### src/rtl/ila_capture_ctrl.sv
// Capture sequencer for the ILA sample buffer: drives the write side of a
// circular sample RAM through pre-trigger, post-trigger and done phases.
module ila_capture_ctrl #(
  parameter int ADDR_W = 10,
  parameter int TRIG_W = 4
) (
  input  logic              clk_i,
  input  logic              arst_i,
  input  logic              arm_i,
  input  logic              abort_i,
  input  logic [TRIG_W-1:0] trig_i,
  input  logic [TRIG_W-1:0] trig_mask_i,
  input  logic [TRIG_W-1:0] trig_val_i,
  input  logic [ADDR_W-1:0] post_cnt_i,
  input  logic              sample_en_i,
  output logic              wr_en_o,
  output logic [ADDR_W-1:0] wr_addr_o,
  output logic              busy_o,
  output logic              triggered_o,
  output logic              done_o,
  output logic [ADDR_W-1:0] trig_addr_o,
  output logic [ADDR_W:0]   count_o
);

  typedef enum logic [1:0] {
    ST_IDLE = 2'd0,
    ST_PRE  = 2'd1,
    ST_POST = 2'd2,
    ST_DONE = 2'd3
  } state_e;

  localparam logic [ADDR_W:0]   COUNT_FULL = {1'b1, {ADDR_W{1'b0}}};
  localparam logic [ADDR_W-1:0] POST_LAST  = ADDR_W'(1);

  state_e            state_q, state_d;
  logic [ADDR_W-1:0] wr_ptr_q, wr_ptr_d;
  logic [ADDR_W-1:0] post_q, post_d;
  logic [ADDR_W-1:0] trig_addr_q, trig_addr_d;
  logic [ADDR_W:0]   count_q, count_d;
  logic              triggered_q, triggered_d;
  logic              done_q, done_d;

  logic match;
  logic busy;
  logic wr_en;

  assign match = ((trig_i ^ trig_val_i) & trig_mask_i) == '0;
  assign busy  = (state_q == ST_PRE) || (state_q == ST_POST);
  // A control pulse owns its cycle: neither arm nor abort lets a sample land.
  assign wr_en = sample_en_i & busy & ~arm_i & ~abort_i;

  always_comb begin
    // NOTE: every _d starts from its _q so no path through this block
    // leaves a signal unassigned, which would infer a latch.
    state_d     = state_q;
    wr_ptr_d    = wr_ptr_q;
    post_d      = post_q;
    trig_addr_d = trig_addr_q;
    count_d     = count_q;
    triggered_d = triggered_q;
    done_d      = done_q;

    if (abort_i) begin
      // Abort keeps count and trigger address so the host can still inspect them.
      state_d     = ST_IDLE;
      triggered_d = 1'b0;
      done_d      = 1'b0;
    end else if (arm_i) begin
      state_d     = ST_PRE;
      wr_ptr_d    = '0;
      count_d     = '0;
      triggered_d = 1'b0;
      done_d      = 1'b0;
    end else if (wr_en) begin
      wr_ptr_d = wr_ptr_q + 1'b1;
      if (count_q != COUNT_FULL) begin
        count_d = count_q + 1'b1;
      end

      unique case (state_q)
        ST_PRE: begin
          if (match) begin
            trig_addr_d = wr_ptr_q;
            triggered_d = 1'b1;
            post_d      = post_cnt_i;
            if (post_cnt_i == '0) begin
              state_d = ST_DONE;
              done_d  = 1'b1;
            end else begin
              state_d = ST_POST;
            end
          end
        end
        ST_POST: begin
          post_d = post_q - 1'b1;
          if (post_q == POST_LAST) begin
            state_d = ST_DONE;
            done_d  = 1'b1;
          end
        end
        default: ;
      endcase
    end
  end

  // NOTE: sequential state uses non-blocking assignments so every flop
  // samples the pre-edge value of the others.
  always_ff @(posedge clk_i or posedge arst_i) begin
    if (arst_i) begin
      state_q     <= ST_IDLE;
      wr_ptr_q    <= '0;
      post_q      <= '0;
      trig_addr_q <= '0;
      count_q     <= '0;
      triggered_q <= 1'b0;
      done_q      <= 1'b0;
    end else begin
      state_q     <= state_d;
      wr_ptr_q    <= wr_ptr_d;
      post_q      <= post_d;
      trig_addr_q <= trig_addr_d;
      count_q     <= count_d;
      triggered_q <= triggered_d;
      done_q      <= done_d;
    end
  end

  assign wr_en_o     = wr_en;
  assign wr_addr_o   = wr_ptr_q;
  assign busy_o      = busy;
  assign triggered_o = triggered_q;
  assign done_o      = done_q;
  assign trig_addr_o = trig_addr_q;
  assign count_o     = count_q;

endmodule

### config.mk
export PLATFORM = sky130hd
export DESIGN_NAME = ila_capture_ctrl
export DESIGN_NICKNAME = d
export VERILOG_FILES = /design/src/rtl/ila_capture_ctrl.sv
export SDC_FILE = /design/constraint.sdc
export NUM_CORES = 1
export LEC_CHECK = 0
export BUFFER_PORTS_ARGS = -buffer_cell sky130_fd_sc_hd__buf_4
export CELL_PAD_IN_SITES_DETAIL_PLACEMENT = 1
export CELL_PAD_IN_SITES_GLOBAL_PLACEMENT = 1
export CORE_MARGIN = 2
export CORE_UTILIZATION = 38
export CTS_BUF_LIST = sky130_fd_sc_hd__clkbuf_8
export CTS_CLUSTER_SIZE = 20
export DETAILED_ROUTE_END_ITERATION = 8
export GPL_TIMING_DRIVEN = 0
export PLACE_DENSITY_LB_ADDON = 0.3
export SLEW_MARGIN = 20
export SYNTH_ARGS = -nofsm -noshare
export SYNTH_HDL_FRONTEND = slang
export SYNTH_SLANG_ARGS = --single-unit
### constraint.sdc
create_clock -name clk_i -period 2.4 [get_ports clk_i]
set_input_delay 0.36 -clock clk_i [delete_from_list [all_inputs] [get_ports clk_i]]
set_output_delay 0.36 -clock clk_i [all_outputs]
set_load 0.01 [all_outputs]
# Word-level counts from Yosys, hierarchy flattened

Index checks and enable logic that the tools add are counted.

Flip-flop bits (word level): 45
Bits of input ports: 27
Output and inout bits: 35
Logic and storage cells: 68

Add/sub/neg operators: 3
Eq/ne operators: 8
Mux-type cells: 26
Bitwise logic cells: 7
Reduce and logical (&&, ||, !) cells: 17

Operator list:

| kind                  | number |
|---|---|
| $mux 11               | 3 |
| $mux 10               | 3 |
| $pmux 10 s2           | 1 |
| $reduce_and 5->1      | 3 |
| $mux 1                | 12 |
| $add 11x1->11 const B | 1 |
| $ne 11x11->1 const B  | 1 |
| $add 10x1->10 const B | 1 |
| $eq 10x1->1 const B   | 1 |
| $logic_not 10->1      | 1 |
| $mux 2                | 5 |
| $sub 10x1->10 const B | 1 |
| $reduce_bool 3->1     | 3 |
| $ne 4x3->1 const B    | 2 |
| $reduce_and 3->1      | 2 |
| $reduce_bool 2->1     | 3 |
| $and 4x4->4           | 1 |
| $logic_not 4->1       | 1 |
| $ne 4x4->1 const B    | 1 |
| $pmux 2 s2            | 1 |
| $reduce_and 4->1      | 1 |
| $reduce_bool 4->1     | 1 |
| $xor 4x4->4           | 1 |
| $and 1x1->1           | 3 |
| 7 further kinds       | 8 |

# Depth between registers and ports, before layout

Gate-level depths: netlist (run 1).

Word-level depth: 8
Depth in mapped cells: 10
Mapped depth without buffers: 8

# Worst setup path after synthesis (run 1)

No wires, ideal clock.

Path kind: register to register
Start point: register state_q[0]
End point: register trig_addr_q[0] (netlist: trig_addr_o[0])
Setup time: 125 ps
Data arrival time: 2154 ps
Required time: 2275 ps
Path slack: 121 ps
Stages on the path, launching flop included: 10
Buffers on the path: 3
Clock period less this slack: 2279 ps
Cells stage by stage: dfrtp_1 inv_1 ha_1 or4b_1 buf_4 inv_6 and4_1 buf_6 buf_6 mux2_2

Word-level cells in the longest chain between the ends: 6
Elaborated cells on any way between the ends: 7
Classes of those cells: eq/ne (2); bitwise (3); reduce/logical (2)

Ends and longest elaborated chain:

| what                                            | line | source |
|---|---|---|
| start: declaration                              | 35   | `state_e state_q, state_d;` |
| start signal: assignment                        | 118  | `state_q <= state_d;` |
| $eq 2x1->1 / $eq 2x2->1 (equally long branches) | 48   | `assign busy = (state_q == ST_PRE) \|\| (state_q == ST_POST);` |
| $logic_or 1x1->1 *                              | 48   |  |
| $and 1x1->1 * (3 in a row)                      | 50   | `assign wr_en = sample_en_i & busy & ~arm_i & ~abort_i;` |
| via wr_en_o                                     | 16   | `output logic wr_en_o,` |
| $reduce_and 5->1 (no line) *                    | n/a  |  |
| end signal: assignment                          | 121  | `trig_addr_q <= trig_addr_d;` |
| end: declaration                                | 38   | `logic [ADDR_W-1:0] trig_addr_q, trig_addr_d;` |

The timed path passes the listed nets; every way through them passes the cells marked *.
A chain may end at the register's enable or synchronous reset.

# Worst setup path after layout (run 1)

Start point: register state_q[0]
End point: register trig_addr_q[0] (netlist: trig_addr_o[0])

Word-level cells in the longest chain between the ends: 6
Elaborated cells on any way between the ends: 7
Classes of those cells: eq/ne (2); bitwise (3); reduce/logical (2)

Ends and longest elaborated chain:

| what                                            | line |
|---|---|
| $eq 2x1->1 / $eq 2x2->1 (equally long branches) | 48, 80 |
| $logic_or 1x1->1                                | 48 |
| $and 1x1->1 (3 in a row)                        | 50 |
| $reduce_and 5->1 (no line) *                    | n/a |

Mark *: on every way between the ends. The rest lies on a longest branch, timed or not.

==> impl_metrics.ini, run 1 <==
[outcome]
status = finished, final reports clean

[yosys]
synthesis.instances = 254
postSynthNetCount = 288
synth_cell_types = 52
synthFlopType = dfrtp_1
postSynthAreaPerCell_um2 = 9.773
synth-edff-count = 0
synth_top_area_share_pct = 45.36
netlist_area_um2 = 2482
async_flop_share_pct = 100.0
netlist_top_cells_area = dfrtp_1 (45%), mux2_2 (4.5%), xor2_1 (4.2%), ha_1 (3.5%), nor2_1 (3.5%)
yosys.area.top_type = dfrtp_1
synth-seq-cells = 45
seq_area_frac_synth_pct = 45.36
yosysWarnings = 0

[clock_network]
clkTransAtPathRegs_ns = 0.09
worstSkewPairLatency_ns = 0.30
clock_sink_count = 45
numCtsBuffers = 5
cts_tree = yes
h-tree-depth = 2
clockRootBuffer = clkbuf_8
clk_path_buf_depth = 2

[global_route]
overflow = 0
antenna_found_initial = 0
grt_pass1_wl_um = 11880
grt_pass1_vias = 2330
grt_max_degree = 29
track_usage_pct = 20.39

[die]
core_um2 = 6350
io_pins = 62
die_y_um = 84.83
die_area_um2 = 7195
die_w_um = 84.83
rows = 29
start_util_pct = 39.09

[job]
max_cap_viol_count = 0

[place]
dp_hpwl_um = 5040
gp_congestion = 0.8482
portBuffers = 61

[power_and_ir_drop]
clkPwrFrac_pct = 29.4
p_leak_nw = 1.524
vdd_drop_max_mv = 0.3553
combPwrFrac_pct = 21.6
seqPwrFrac_pct = 49.0
p_int_mw = 1.280
swShare_pct = 31.42
p_per_area_nw_per_um2 = 575.0
switching_power_mw = 0.5863

[sta]
min_period_ns = 2.341
hold_ws_ns = 0.04291
setup_viol_count_final = 0
finalCritPeriodShare_pct = 97.53
drv_slew = 0
hold_viol = 0
finalClockSkew_ns = 0.004583
worstMarginPinSlew_ns = 0.7303
slew_headroom_pct = 51.19
max_freq_ghz = 0.4272

[final_layout]
layout_common_cells = buf_4 (66), dfrtp_1 (45), nand2_1 (22), nor2_1 (22), o21ai_0 (15)
syn_to_final_growth_pct = 30.75
multi_input_area_um2 = 1266
final_common_cell = buf_4
antenna_cells = 0
post-route-util_pct = 51.11
drive_gt1_share_pct = 29.70
num-nets-final = 363
fillers = 761
seq_area_um2 = 1126

[critical_path]
critical_path_class = reg2reg
crit_arrival_ns = 2.54
rrSetupSlack_ns = 0.06
cp-start-kind = flop
rr_startpoint = state_q[0]$_DFFE_PP0P_
end_kind = flop
cp.required_ns = 2.60
path_max_fanout = 10
worstReg2RegEnd = trig_addr_o[0]$_DFFE_PP0P_
r2r_cells = 9

[drt]
vias = 2256
drtIter0Drc = 124
dr.pass1.iters = 4
drc_errors = 0
wl_um = 6982
drtAntennaViolNets = 0
wire_per_inst_um = 17.15
via_per_inst = 5.543

[worst_hold_path]
hp-class = in2async
[power by group through the flow]
stage	registers [mW]	logic (mW)	clock network (mW)
CTS	0.911	0.401	0.556
finish	0.915	0.403	0.549
detailed placement	0.926	0.395	0
global placement	0.921	0.376	0
global route	0.927	0.460	0.591
floorplan	0.913	0.235	0
[logic make-up (layout without fill, tap and decap cells)]
logic type | after synthesis | after routing | share of synthesized area (%)
DFF | 45 | 45 | 45.36
muxes | 11 | 11 | 4.940
adders and majority gates | 7 | 7 | 3.528
buffers and inverters | 22 | 98 | 4.284
xor gates and xnor gates | 16 | 16 | 5.645
AOI/OAI and AO/OA | 58 | 58 | 15.73
and+or+nand+nor | 95 | 95 | 20.51
[worst max-delay path: stages, from the launching register on]
cell,delay [ns]
dfrtp_1,0.40
inv_2,0.10
ha_4,0.21
or4b_1,0.48
buf_6,0.16
inv_8,0.08
and4_1,0.20
buf_6,0.13
buf_8,0.13
mux2_2,0.33
[sequential cells by signal, indices dropped and copies added, names as in the netlist]
signal	cells
trig_addr_o	10
triggered_o	1
count_o	11
done_o	1
post_q	10
wr_addr_o	10
state_q	2
[final cells by class]
type / instances / area share [%]
tap: 77 / 2.968
clock inverter: 1 / 0.2699
inverter: 15 / 1.966
sequential: 45 / 34.70
multi-input combinational: 187 / 39.01
buffer: 7 / 1.619
timing repair buffer: 68 / 16.50
clock buffer: 7 / 2.968
[synthesized netlist by cell type, drive strengths merged (3+ instances only)]
cell	number
nor4	7
nand4	3
nor3b	3
o31ai	5
a21boi	3
nand2	22
clkbuf	4
mux2	10
xnor2	4
or4	3
o2bb2ai	3
nand3	12
xor2	12
ha	7
nor2	23
inv	15
and3	4
o21ai	16
dfrtp	45
nor4b	3
nor3	8
buf	3
a21oi	11
[layer usage]
metal | vias to the layer above | share of wire [%] | global-route usage [%]
li1 | 1078 | - | -
met1 | 1128 | 46 | 28.72
met2 | 42 | 49 | 33.21
met3 | 8 | 3.4 | 2.918
met4 | 0 | 1.3 | 5.339
met5 | - | 0 | 0
[stage by stage]
step / TNS, ns / instance area, µm² / std cells / setup slack, ns / total power, mW
2_1_floorplan: 0 / 2482 / 254 / 0.1215 / 1.147
6_report: 0 / 3246 / 407 / 0.05940 / 1.866
3_5_place_dp: -0.2023 / 3057 / 393 / -0.06759 / 1.320
5_1_grt: -0.1132 / 3246 / 407 / -0.03587 / 1.978
3_3_place_gp: -0.1168 / 3037 / 392 / -0.04066 / 1.298
4_1_cts: 0 / 3212 / 405 / 0.002579 / 1.868
[how the worst max path moves through the flow]
| stage | start | to | slack (ns) | cells past startpoint |
|---|---|---|---|---|
| floorplan | state_q[0]$_DFFE_PP0P_ | trig_addr_o[0]$_DFFE_PP0P_ | 0.12 | 9 |
| global placement | state_q[0]$_DFFE_PP0P_ | trig_addr_o[2]$_DFFE_PP0P_ | -0.04 | 9 |
| detailed placement | state_q[0]$_DFFE_PP0P_ | trig_addr_o[2]$_DFFE_PP0P_ | -0.07 | 9 |
| CTS | state_q[0]$_DFFE_PP0P_ | trig_addr_o[0]$_DFFE_PP0P_ | 0.003 | 9 |
| global route | state_q[0]$_DFFE_PP0P_ | trig_addr_o[0]$_DFFE_PP0P_ | -0.04 | 9 |
| finish | state_q[0]$_DFFE_PP0P_ | trig_addr_o[0]$_DFFE_PP0P_ | 0.06 | 9 |
[what timing repair did]
item,in CTS,in global routing
pin swaps,0,0
setup buffers,4,2
hold buffers,0,0
setup endpoints to repair,6,22
hold endpoints to repair,0,0
resized for setup,2,5
Note: power is estimated with default switching activity, not from simulation.
==> inputs of run 2 (changes only) <==
- CORE_UTILIZATION: 38 -> 42
- clock period: 2.4 -> 2.6 ns (I/O delays scaled with it)
==> impl_metrics.ini, run 2 (synthesis results as in run 1) <==
[place]
portBuffers = 61
placed_cells = 391
dp_hpwl_um = 4968
gp_congestion = 0.7662

[sta]
rsz0062_at_grt = no
max_freq_ghz = 0.4114
drv_slew = 0
finalCritPeriodShare_pct = 93.48
min_period_ns = 2.431
setup_viol_count_final = 0
fin_tns_setup_ns = 0
slew_headroom_pct = 36.41
hold_ws_ns = 0.1379
finalClockSkew_ns = 0.007649
worstMarginPinSlew_ns = 0.9297
hold_viol = 0

[final_layout]
fillers = 697
layout_common_cells = buf_4 (62), dfrtp_1 (45), nor2_1 (23), nand2_1 (22), o21ai_0 (15)
largest_reg_flops = 11
stdcell_count = 398
syn_to_final_growth_pct = 26.36
num-nets-final = 356
post-route-util_pct = 53.94
final_common_cell = buf_4
drive_gt1_share_pct = 27.24
antenna_cells = 0

[critical_path]
path_depth = 7
rr_startpoint = state_q[0]$_DFFE_PP0P_
crit_arrival_ns = 2.61
cp.required_ns = 2.78
end_kind = flop
path_cells = inv_1 > ha_1 > nand2b_1 > a2111oi_0 > nand4_1 > xor2_1 > nor2_1
critPathBufInv = 1
critPathLaunch = state_q[0]$_DFFE_PP0P_
r2r_cells = 7
critical_path_class = reg2reg
cp-start-kind = flop
path_delay_family = compound AO/OA/AOI/OAI gates
path_max_fanout = 6
cp_slowest_stage_delay_ns = 0.88
slowest_stage = a2111oi_0
rrSetupSlack_ns = 0.17
worstReg2RegEnd = count_o[10]$_DFFE_PP0P_
endpoint = count_o[10]$_DFFE_PP0P_

[job]
max_cap_viol_count = 0

[global_route]
antenna_found_initial = 0
grt_max_degree = 25
grt-busiest-layer = met2
grt_use_met3_pct = 3.556
grt_pass1_vias = 2218
grt_pass1_wl_um = 11120
track_usage_pct = 21.90
met1_usage_pct = 28.80
overflow = 0
grtUsageMet2_pct = 37.60

[clock_network]
numCtsBuffers = 5
clock_sink_count = 45
h-tree-depth = 2
cts_tree = yes
clkTransAtPathRegs_ns = 0.09
clk_path_buf_depth = 2
cts_hold_buf = 0
postCtsSetupBuffers = 0
worstSkewPairLatency_ns = 0.30
clockRootBuffer = clkbuf_8

[die]
die_w_um = 80.88
die_y_um = 80.88
rows = 28
die_area_um2 = 6542
io_pins = 62
core_um2 = 5816
start_util_pct = 42.69

[power_and_ir_drop]
p_per_area_nw_per_um2 = 526.6
vdd_drop_max_mv = 0.2983
p_leak_nw = 1.471
finalPower_mw = 1.652

[drt]
wire_per_inst_um = 16.91
drtIter0Drc = 87
via_per_inst = 5.593
vias = 2226
drc_errors = 0
dr.pass1.iters = 4
wl_um = 6729
drtAntennaViolNets = 0

[worst_hold_path]
hp-class = in2async

[outcome]
status = finished, final reports clean
## run 2: cell types whose count changed in the layout (fill, tap and decap cells not counted), sizes merged
cell,delta
buf,-7
clkbuf,-2
clkinv,+2
clkinvlp,+1
inv,-1
## run 2: how the worst min path moves through the flow
stage                       startpoint                    endpoint  slack [ns]
2_1_floorplan                  abort_i      state_q[0]$_DFFE_PP0P_        0.46
3_5_place_dp                    arst_i  trig_addr_o[8]$_DFFE_PP0P_        0.49
6_report                        arst_i  trig_addr_o[8]$_DFFE_PP0P_        0.14
3_3_place_gp   triggered_o$_DFFE_PP0P_     triggered_o$_DFFE_PP0P_        0.48
5_1_grt                         arst_i  trig_addr_o[8]$_DFFE_PP0P_        0.18
4_1_cts                         arst_i  trig_addr_o[8]$_DFFE_PP0P_        0.15
## run 2: power by group
group	total (mW)	switching, mW	internal, mW
clock	0.445	0.259	0.186
combinational	0.364	0.194	0.170
sequential	0.842	0.0821	0.760
## run 2: final cells by class
| cell class | instances | area, µm² | area share, % |
|---|---|---|---|
| Clock inverter | 3 | 17.52 | 0.5584 |
| Tap cell | 75 | 93.84 | 2.992 |
| Timing Repair Buffer | 62 | 485.5 | 15.48 |
| Multi-Input combinational cell | 187 | 1250 | 39.85 |
| Clock buffer | 5 | 68.82 | 2.194 |
| Inverter | 15 | 61.31 | 1.955 |
| Sequential cell | 45 | 1126 | 35.90 |
| Buffer | 6 | 33.78 | 1.077 |
## run 2: stage by stage
stage | worst slack, ns | area [µm²]
after global routing | 0.01449 | 3137
after CTS | 0.07299 | 3148
after detailed placement | 0.09010 | 3062
after floorplan | 0.3215 | 2482
after global placement | 0.1227 | 3034
final | 0.1694 | 3137
## run 2: per-layer routing
metal / part of all wire (%) / vias up / routed length, µm
met2: 51 / 33 / 3429
met5: 0 / - / 0
met3: 2.8 / 5 / 189
met4: 0.65 / 0 / 44
met1: 46 / 1124 / 3065
li1: - / 1064 / -
## run 2: worst register-to-register path: cells and delay by family (launching register included)
family	cells	cell delay (ns)
flops	1	0.36
xor+xnor	1	0.18
fa+ha+maj	1	0.31
buf+inv	1	0.06
compound gates	1	0.88
simple gates	3	0.50
## run 2: timing repair
item                                    4_1_cts  5_1_grt
gates resized for setup                       0        0
endpoints found under the setup margin        0        2
hold endpoints to repair                      0        0
